$ cat config.mk
export PLATFORM = sky130hd
export DESIGN_NAME = apb_master
export DESIGN_NICKNAME = d
export VERILOG_FILES = /design/src/rtl/apb_master_pkg.sv /design/src/rtl/apb_timeout_cnt.sv /design/src/rtl/apb_master.sv
export SDC_FILE = /design/constraint.sdc
export NUM_CORES = 1
export LEC_CHECK = 0
export ABC_AREA = 1
export ABC_CLOCK_PERIOD_IN_PS = 2200
export CORE_MARGIN = 2
export CORE_UTILIZATION = 42
export CTS_CLUSTER_SIZE = 14
export DETAILED_ROUTE_END_ITERATION = 6
export MAX_ROUTING_LAYER = met4
export PLACE_DENSITY = 0.81
export REMOVE_ABC_BUFFERS = 1
export SETUP_SLACK_MARGIN = 0.05
export SLEW_MARGIN = 20
export SYNTH_ARGS = -nofsm -noshare
export SYNTH_HDL_FRONTEND = slang
export SYNTH_SLANG_ARGS = --single-unit
$ cat constraint.sdc
create_clock -name pClk -period 2.2 [get_ports pClk]
set_clock_uncertainty 0.15 [all_clocks]
set_input_delay 0.55 -clock pClk [delete_from_list [all_inputs] [get_ports pClk]]
set_output_delay 0.55 -clock pClk [all_outputs]
set_load 0.02 [all_outputs]
$ cat src/rtl/apb_master_pkg.sv
// apb_master_pkg: shared types and constants for the APB initiator.
// State encoding, default bus widths and the timeout counter width live here
// so the top and the timeout counter agree on them.
package apb_master_pkg;

    // Default APB address and data widths
    localparam int APB_ADDR_W_DEF = 32;
    localparam int APB_DATA_W_DEF = 32;

    // Width of the ACCESS-phase timeout counter (limits up to 255)
    localparam int TO_CNT_W = 8;

    // Initiator FSM states
    typedef enum logic [1:0] {
        IDLE   = 2'd0,
        SETUP  = 2'd1,
        ACCESS = 2'd2,
        RESP   = 2'd3
    } apbState_t;

    // True for the two states in which the bus is selected
    function automatic logic isBusPhase(input apbState_t st);
        return (st == SETUP) || (st == ACCESS);
    endfunction

endpackage

$ cat src/rtl/apb_timeout_cnt.sv
// apb_timeout_cnt: counts ACCESS cycles in which the responder holds pReady
// low and flags the edge on which the count reaches LIMIT.
// Only built when APB_TIMEOUT_EN is defined.
`ifdef APB_TIMEOUT_EN
module apb_timeout_cnt
    import apb_master_pkg::*;
#(
    parameter int LIMIT = 16
) (
    input  logic clk,
    input  logic rst,
    input  logic clear,
    input  logic incr,
    output logic limitHit
);

    logic [TO_CNT_W-1:0] count;

    // Count wait cycles; cleared on reset and on entry to ACCESS
    always_ff @(posedge clk) begin
        if (rst || clear) begin
            count <= '0;
        end else if (incr) begin
            count <= count + 1'b1;
        end
    end

    // Limit is reached when this increment brings the count to LIMIT
    always_comb begin
        limitHit = incr && (count == TO_CNT_W'(LIMIT - 1));
    end

endmodule
`endif

$ cat src/rtl/apb_master.sv
// apb_master: single-outstanding APB initiator. Converts a valid/ready
// command stream into SETUP/ACCESS bus transactions and returns read data or
// completion status on a valid/ready response stream.
// Optional feature macro: APB_TIMEOUT_EN (forced termination of long ACCESS).
//
// Handshake rule for both streams: a transfer happens on a rising edge where
// valid and ready are both 1; the producer holds valid and its payload stable
// until that edge, and ready never depends combinationally on valid.
module apb_master
    import apb_master_pkg::*;
#(
    parameter int ADDR_W         = APB_ADDR_W_DEF,
    parameter int DATA_W         = APB_DATA_W_DEF,
    parameter int TIMEOUT_CYCLES = 16
) (
    input  logic              pClk,
    input  logic              pReset,
    input  logic              cmd_valid,
    output logic              cmd_ready,
    input  logic              cmd_write,
    input  logic [ADDR_W-1:0] cmd_addr,
    input  logic [DATA_W-1:0] cmd_wdata,
    output logic              rsp_valid,
    input  logic              rsp_ready,
    output logic [DATA_W-1:0] rsp_rdata,
    output logic              rsp_err,
    output logic              pSel,
    output logic              pEnable,
    output logic              pWrite,
    output logic [ADDR_W-1:0] pAddr,
    output logic [DATA_W-1:0] pWdata,
    input  logic              pReady,
    input  logic [DATA_W-1:0] pReadData
);

    if (TIMEOUT_CYCLES < 1 || TIMEOUT_CYCLES > 255) begin : gBadTimeout
        $error("apb_master: TIMEOUT_CYCLES must be in 1..255");
    end

    apbState_t state;
    apbState_t stateNext;
    logic      cmdFire;
    logic      accessDone;
    logic      timedOut;
    logic      limitHit;

`ifdef APB_TIMEOUT_EN
    // Wait-cycle counter: cleared while in SETUP, counts ACCESS cycles with pReady low
    apb_timeout_cnt #(
        .LIMIT(TIMEOUT_CYCLES)
    ) uTimeoutCnt (
        .clk      (pClk),
        .rst      (pReset),
        .clear    (state == SETUP),
        .incr     ((state == ACCESS) && !pReady),
        .limitHit (limitHit)
    );
`else
    assign limitHit = 1'b0;
`endif

    // Command is accepted only from IDLE and never while reset is asserted
    assign cmd_ready = (state == IDLE) && !pReset;
    assign cmdFire   = cmd_valid && cmd_ready;

    // Next-state decode; pReady matters only in ACCESS, and wins over the limit
    always_comb begin
        stateNext  = state;
        accessDone = 1'b0;
        timedOut   = 1'b0;
        case (state)
            IDLE: begin
                if (cmdFire) begin
                    stateNext = SETUP;
                end
            end
            SETUP: begin
                stateNext = ACCESS;
            end
            ACCESS: begin
                if (pReady) begin
                    stateNext  = RESP;
                    accessDone = 1'b1;
                end else if (limitHit) begin
                    stateNext = RESP;
                    timedOut  = 1'b1;
                end
            end
            RESP: begin
                if (rsp_ready) begin
                    stateNext = IDLE;
                end
            end
            default: begin
                stateNext = IDLE;
            end
        endcase
    end

    // State register; reset abandons any in-flight transaction
    always_ff @(posedge pClk) begin
        if (pReset) begin
            state <= IDLE;
        end else begin
            state <= stateNext;
        end
    end

    // Bus outputs: phase strobes follow the next state, payload latched on accept
    always_ff @(posedge pClk) begin
        if (pReset) begin
            pSel    <= 1'b0;
            pEnable <= 1'b0;
            pWrite  <= 1'b0;
            pAddr   <= '0;
            pWdata  <= '0;
        end else begin
            pSel    <= isBusPhase(stateNext);
            pEnable <= (stateNext == ACCESS);
            if (cmdFire) begin
                pWrite <= cmd_write;
                pAddr  <= cmd_addr;
                pWdata <= cmd_wdata;
            end
        end
    end

    // Response valid and read data; data only changes when an ACCESS ends
    always_ff @(posedge pClk) begin
        if (pReset) begin
            rsp_valid <= 1'b0;
            rsp_rdata <= '0;
        end else begin
            rsp_valid <= (stateNext == RESP);
            if (accessDone) begin
                rsp_rdata <= pWrite ? '0 : pReadData;
            end else if (timedOut) begin
                rsp_rdata <= '0;
            end
        end
    end

`ifdef APB_TIMEOUT_EN
    // Error flag: set by a forced termination, cleared by a normal completion
    always_ff @(posedge pClk) begin
        if (pReset) begin
            rsp_err <= 1'b0;
        end else if (accessDone) begin
            rsp_err <= 1'b0;
        end else if (timedOut) begin
            rsp_err <= 1'b1;
        end
    end
`else
    assign rsp_err = 1'b0;
`endif

endmodule
* Word level (Yosys, flattened, before mapping)
Cells that the tools add are included. Widths: inputs -> output; s select.
Word-level totals: register bits 102, logic and storage cells 27, output and inout bits 102, input bits 102
Cells by class: reduce and logical (&&, ||, !) cells 5, muxes and demuxes 8, eq/ne operators 6
Operators by type and width (count):
- $mux 32 | 2
- $eq 2x2->1 const B | 4
- $pmux 2 s4 | 1
- $mux 2 | 3
- $eq 2x1->1 const B | 2
- $logic_and 1x1->1 | 2
- $logic_not 2->1 | 1
- $mux 1 | 2
- $logic_not 1->1 | 1
- $logic_or 1x1->1 | 1

* Logic depth before layout (Yosys ltp)
Gate-level depths: netlist of the first run.
depth after elaboration 7, depth in mapped cells 8, mapped depth without buffers 7

* Worst setup path before layout of the first run
No wires, ideal clock.
path type input port to flip-flop, start input pReset, end register pSel, library setup time 67 ps, slack 593 ps, stages on the path 7, buffers on the path 1, arrival 1390 ps, data required time 1983 ps, path through inv_2 > nand2_1 > nor2_2 > buf_4 > nor2_1 > ha_1 > nor2_1
On the way: word-level cells in the longest chain between the ends 7, elaborated cells on any way between the ends 8, those cells by class 2 x eq/ne; 2 x mux; 4 x reduce/logical
Ends and longest elaborated chain:
- start: declaration | RTL line apb_master.sv:17 | input logic pReset,
- $logic_not 1->1 | RTL line apb_master.sv:63 | assign cmd_ready = (state == IDLE) && !pReset;
- $logic_and 1x1->1 | RTL line apb_master.sv:63
- $logic_and 1x1->1 | RTL line apb_master.sv:64 | assign cmdFire = cmd_valid && cmd_ready;
- $mux 2 | RTL line apb_master.sv:73 | if (cmdFire) begin
- $pmux 2 s4 | RTL line apb_master.sv:71 | case (state)
- $eq 2x1->1 or $eq 2x2->1 (tied branches) | RTL line apb_master_pkg.sv:23 | return (st == SETUP) || (st == ACCESS);
- $logic_or 1x1->1 | RTL line apb_master_pkg.sv:23
- end signal: assignment | RTL line apb_master.sv:118 | pSel <= isBusPhase(stateNext);
- end: declaration | RTL line apb_master.sv:27 | output logic pSel,
Several ways; a longest one is shown, not always the timed one. A chain may end at the register's enable or synchronous reset.

* Worst setup path after layout of the first run
start input pReset, end output cmd_ready
On the way: word-level cells in the longest chain between the ends 2
Ends and longest elaborated chain:
- $logic_not 1->1 | RTL line apb_master.sv:63
- $logic_and 1x1->1 | RTL line apb_master.sv:63
- end: declaration | RTL line apb_master.sv:19 | output logic cmd_ready,
No other way between the ends.

==> run_results.csv, run 1 <==
group,metric,value,unit
setup_path,cp_top_family,"buffers and inverters",
floorplan,ios,204,
power,power_density,676,nW/um^2
sta,period_share,94.0,%
route,ant_nets,0,
route,dr.pass1.iters,4,
yosys,syn_area_per_cell,7.16,sq um
sta,slew-limit-headroom,58.2,%
floorplan,die_w,99.5,um
finish,nets,826,
setup_path,cp.arrival,1.37,ns
grt,grt_max_degree,66,
place,hpwl,7820,um
yosys,syn_inst,535,
setup_path,slowest_stage,"clkdlybuf4s50_1",
grt,first_global_vias,3876,
route,vias,3938,
cts,cts_buffer_depth,2,
yosys,synth_area_leaders,"dfxtp_1 (53%), nand2_1 (23%), nand3_1 (8.9%), inv_1 (3.8%), nor2_1 (3.6%)",
floorplan,core-area,8760,sq um
setup_path,critPathCaptureType,"primary output",
cts,ctsHoldBuffers,0,
finish,multi_input_area,1480,sq um
route,drt_first_iter_violations,105,
status,outcome,"finished, final reports clean",
cts,insertion_delay,0.35,ns
yosys,synthTopCellsByCount,"nand2_1 (231), dfxtp_1 (102), nand3_1 (68)",
finish,layout-drive-gt1-share,4.26,%
grt,grt_use_total,23.0,%
route,wire_per_inst,13.1,um
finish,syn2layout_area_growth,59.8,%
power,power_leakage,2.81,nW
yosys,synth_top_flop_cell,"dfxtp_1",
setup_path,start_kind,"primary input",
setup_path,cp_data_required_time,1.50,ns
place,dp.cells,820,
setup_path,critPathBufInv,4,
route,routed_wl,11000,um
yosys,synth-seq-area-share,53.3,%
setup_path,worst-path-max-fanout,2,
sta,hold_ws,0.315,ns
cts,clk_transition_reported_paths,0.08,ns
yosys,synth_most_common_cell,"nand2_1",
sta,fin_crit,2.07,ns
sta,slew_viol_final,0,
job,drv_cap,0,
sta,timing.fmax,484,MHz
yosys,ys_types,15,
sta,rsz0062_at_grt,"false",
yosys,synth-seq-cells,102,
yosys,synth_top_area_cell,"dfxtp_1",
cts,cts_root_buf,"clkbuf_8",
floorplan,num_rows,34,
route,vias_per_cell,4.72,
grt,overflow,0,
yosys,syn_area,3830,sq um
sta,hold_viol_final,0,
setup_path,rrSetupSlack,0.60,ns
floorplan,dieArea,9900,sq um
grt,grt_pass1_wl,18000,um
place,io_buffers,202,
cts,cts_sinks,102,
cts,cts_buffers,9,
finish,seq_area,2040,sq um
route,drc_errors,0,
setup_path,cp_cell_sequence,"clkdlybuf4s50_1, inv_2, nand2_1, inv_1, buf_2",
hold_path,hold_class,"reg -> reg",
sta,setup_tns,0,ns
cts,cts_tree,"done",
floorplan,die_h,99.5,um
yosys,yosysTopAreaCellShare,53.3,%
floorplan,initial_core_util,43.7,%
finish,diodes,0,
setup_path,cpPeakStageDelay,0.50,ns
yosys,ys_warn_count,0,
finish,final_cells,835,
yosys,synth_edf_count,0,
power,peakVddDrop,402,uV
place,gp_congestion,0.854,
cts,htree_levels,3,
yosys,async_reset_ff_share,0,%
power,p_total,0.00414,W
setup_path,critical_path_class,"in -> out",
sta,max_slew.worst_pin.slew,0.628,ns
sta,setup_viol,0,
grt,antenna_found_initial,0,
finish,nFillCells,723,
-- worst register-to-register path, delay by kind of cell (launching register included) --
| kind | cells | cell delay (ns) |
|---|---|---|
| buffers and inverters | 2 | 0.41 |
| flip-flops | 1 | 0.37 |
| AND/OR/NAND/NOR | 5 | 0.64 |
-- cell usage in the layout, fill, tap and decap left out, drive strengths merged --
| cell type | n |
|---|---|
| buf | 10 |
| clkinv | 2 |
| nand3 | 68 |
| inv | 42 |
| conb | 1 |
| nand2 | 231 |
| bufinv | 1 |
| o21ai | 1 |
| clkdlybuf4s50 | 201 |
| clkinvlp | 1 |
| dfxtp | 102 |
| clkbuf | 11 |
| nor2 | 39 |
| ha | 1 |
| a21oi | 16 |
-- per-layer routing --
layer	vias up	global-route usage, %	share of wire (%)
met4	0	8.22	2.0
met2	184	36.3	45
li1	1999	-	-
met1	1735	27.5	42
met5	-	-	0
met3	20	7.80	10
-- per-stage QoR --
| stage | utilization (%) | area, sq um | worst slack, ns |
|---|---|---|---|
| finish | 69.8 | 6120 | 0.132 |
| CTS | 69.8 | 6120 | 0.127 |
| global placement | 67.7 | 5940 | -0.323 |
| floorplan | - | 3660 | -1.18 |
| global route | 69.8 | 6120 | 0.0871 |
| detailed placement | 67.7 | 5940 | -0.286 |
-- flip-flops by register name, summed over array words and instances (netlist names) --
register / cells
rsp_valid: 1
pWrite: 1
rsp_rdata: 32
pAddr: 32
pSel: 1
pWdata: 32
state: 2
pEnable: 1
-- power breakdown --
part,total [W],internal (W),switching (W)
Sequential,0.00205,0.00198,0.0000713
Combinational,0.000937,0.000474,0.000463
Clock,0.00115,0.000548,0.000600
-- worst paths after layout --
check,from,endpoint,cells past startpoint
setup / recovery,pReset,cmd_ready,5
hold / removal,pWdata[29],pWdata[29],2
setup reg to reg,state[1],pAddr[23],7
hold reg to reg,pWdata[29],pWdata[29],2
-- what timing repair did --
| item | in CTS | in global routing |
|---|---|---|
| setup endpoints to repair | 1 | 0 |
| endpoints found under the hold margin | 0 | 0 |
| buffers inserted | 0 | 0 |
| gates resized for setup | 4 | 0 |
-- cell type report --
type                    count  area share, %
well taps                 108           2.21
repair buffers            211           34.7
flip-flops and latches    102           33.4
multi-input cells         357           24.1
inverters                  42           2.58
clock inverters             4          0.777
clock buffers              11           2.31
-- kinds of logic (layout without fill, tap and decap cells) --
| kind of cell | after synthesis | count (layout) | synth area share [%] |
|---|---|---|---|
| AND/OR/NAND/NOR | 338 | 338 | 35.5 |
| buffers and inverters | 76 | 268 | 8.59 |
| other | 1 | 1 | 0.0979 |
| flip-flops | 102 | 102 | 53.3 |
| adder cells (fa/ha/maj) | 1 | 1 | 0.327 |
| AO/OA/AOI/OAI | 17 | 17 | 2.22 |
Power figures use the tool's default switching activity.
==> run 2: changes to the inputs <==
--- a/config.mk
+++ b/config.mk
@@ -11,7 +11,6 @@
 export CORE_UTILIZATION = 42
 export CTS_CLUSTER_SIZE = 14
 export DETAILED_ROUTE_END_ITERATION = 6
-export MAX_ROUTING_LAYER = met4
 export PLACE_DENSITY = 0.81
 export REMOVE_ABC_BUFFERS = 1
 export SETUP_SLACK_MARGIN = 0.05
==> run 2 against run 1 <==
Compared with the run above: sequential cell count stayed put; global-route usage is 0.68 points lower; register-to-register slack hardly changed.
==> run_results.csv, run 2 (synthesized netlist as in run 1, its figures left out) <==
group,metric,value,unit
sta,slew-limit-headroom,58.0,%
cts,insertion_delay,0.35,ns
sta,slew_viol_final,0,
setup_path,r2r_start,"state[1]",
route,wl_met3,1220,um
cts,cts_resized,4,
floorplan,core-area,8760,sq um
route,highest_layer,"met4",
cts,clk_transition_reported_paths,0.08,ns
route,drt_first_iter_violations,107,
route,vias,3931,
route,dr.pass1.iters,4,
place,gp_congestion,0.841,
power,power_leakage,2.81,nW
floorplan,dieArea,9900,sq um
setup_path,cp.arrival,1.37,ns
sta,max_slew.worst_pin.slew,0.630,ns
sta,setup_viol,0,
setup_path,cp_cell_sequence,"clkdlybuf4s50_1, inv_2, nand2_1, inv_1, buf_2",
cts,cts_setup_buffers,0,
grt,grt_pass1_wl,18000,um
route,ant_nets,0,
grt,overflow,0,
sta,fin_crit,2.07,ns
route,routed-wl-met2,4960,um
hold_path,min_from,"pWdata[29]",
setup_path,slowest_stage,"clkdlybuf4s50_1",
finish,final_cell_mix,"nand2_1 (231), clkdlybuf4s50_1 (201), dfxtp_1 (102), nand3_1 (66), inv_1 (39)",
place,hpwl,7820,um
floorplan,die_h,99.5,um
power,peakVddDrop,401,uV
sta,hold_viol_final,0,
floorplan,num_rows,34,
place,io_buffers,202,
cts,htree_levels,3,
route,routed_wl,11000,um
finish,final_cells,835,
sta,timing.fmax,483,MHz
finish,syn2layout_area_growth,59.8,%
setup_path,startpoint,"pReset",
finish,top_regs,"pAddr: 32 flops, pWdata: 32 flops, rsp_rdata: 32 flops",
hold_path,min_path_cells,2,
route,wl_met1,4570,um
setup_path,worst-path-max-fanout,2,
sta,period_share,94.1,%
place,dp.cells,820,
setup_path,start_kind,"primary input",
hold_path,hold_class,"reg -> reg",
setup_path,reg2reg_depth,7,
setup_path,cp_data_required_time,1.50,ns
status,outcome,"finished, final reports clean",
finish,diodes,0,
floorplan,die_w,99.5,um
finish,nets,826,
cts,cts_tree,"done",
cts,cts_root_buf,"clkbuf_8",
finish,layout_commonest_cell,"nand2_1",
grt,antenna_found_initial,0,
setup_path,critical_path_class,"in -> out",
grt,grt_max_degree,66,
grt,grt_use_total,22.3,%
cts,cts_sinks,102,
route,drc_errors,0,
power,power_density,676,nW/um^2
cts,cts_buffer_depth,2,
finish,layout-drive-gt1-share,4.26,%
finish,nFillCells,723,
floorplan,initial_core_util,43.7,%
route,wire_per_inst,13.1,um
route,vias_per_cell,4.71,
sta,setup_tns,0,ns
setup_path,cpPeakStageDelay,0.51,ns
cts,ctsHoldBuffers,0,
sta,rsz0062_at_grt,"false",
cts,cts_buffers,9,
setup_path,critPathCaptureType,"primary output",
job,drv_cap,0,
floorplan,ios,204,
grt,first_global_vias,3880,
## run 2: layout make-up
| type | count | area, sq um | share of cell area, % |
|---|---|---|---|
| clock buffer | 11 | 141 | 2.31 |
| inverter | 42 | 158 | 2.58 |
| clock inverter | 4 | 47.5 | 0.777 |
| timing repair buffer | 211 | 2120 | 34.7 |
| tap | 108 | 135 | 2.21 |
| multi-input combinational | 357 | 1480 | 24.1 |
| sequential | 102 | 2040 | 33.4 |
## run 2: layer usage
layer  vias to the layer above  GRT usage, %
met3                        18          8.92
met5                         -             0
met2                       169          36.1
met4                         0          8.22
met1                      1743          26.9
li1                       2001             -
## run 2: stage by stage
step                total power (W)  hold WS (ns)  area [sq um]  setup slack (ns)  utilization (%)
detailed placement          0.00303         0.306          5940            -0.286             67.7
finish                      0.00414         0.316          6120             0.131             69.8
global route                0.00434         0.335          6120            0.0866             69.8
floorplan                   0.00248         0.366          3660             -1.18                -
global placement            0.00302         0.300          5940            -0.323             67.7
CTS                         0.00417         0.318          6120             0.127             69.8
## run 2: final timing paths
check                           slack (ns)         end
worst min register to register        0.32  pWdata[29]
worst max-delay path                  0.13   cmd_ready
worst min-delay path                  0.32  pWdata[29]
worst max register to register        0.61   pAddr[23]
## run 2: worst max-delay path: cells and delay by family
| kind | cells | cell delay (ns) |
|---|---|---|
| buffers and inverters | 4 | 0.75 |
| and+or+nand+nor | 1 | 0.07 |
## run 2: power breakdown
group          leakage, nW  switching [W]  internal [W]  total [W]
registers            0.837      0.0000716       0.00198    0.00205
logic                 1.88       0.000462      0.000474   0.000936
clock network       0.0952       0.000600      0.000548    0.00115
total                 2.81        0.00113       0.00300    0.00414
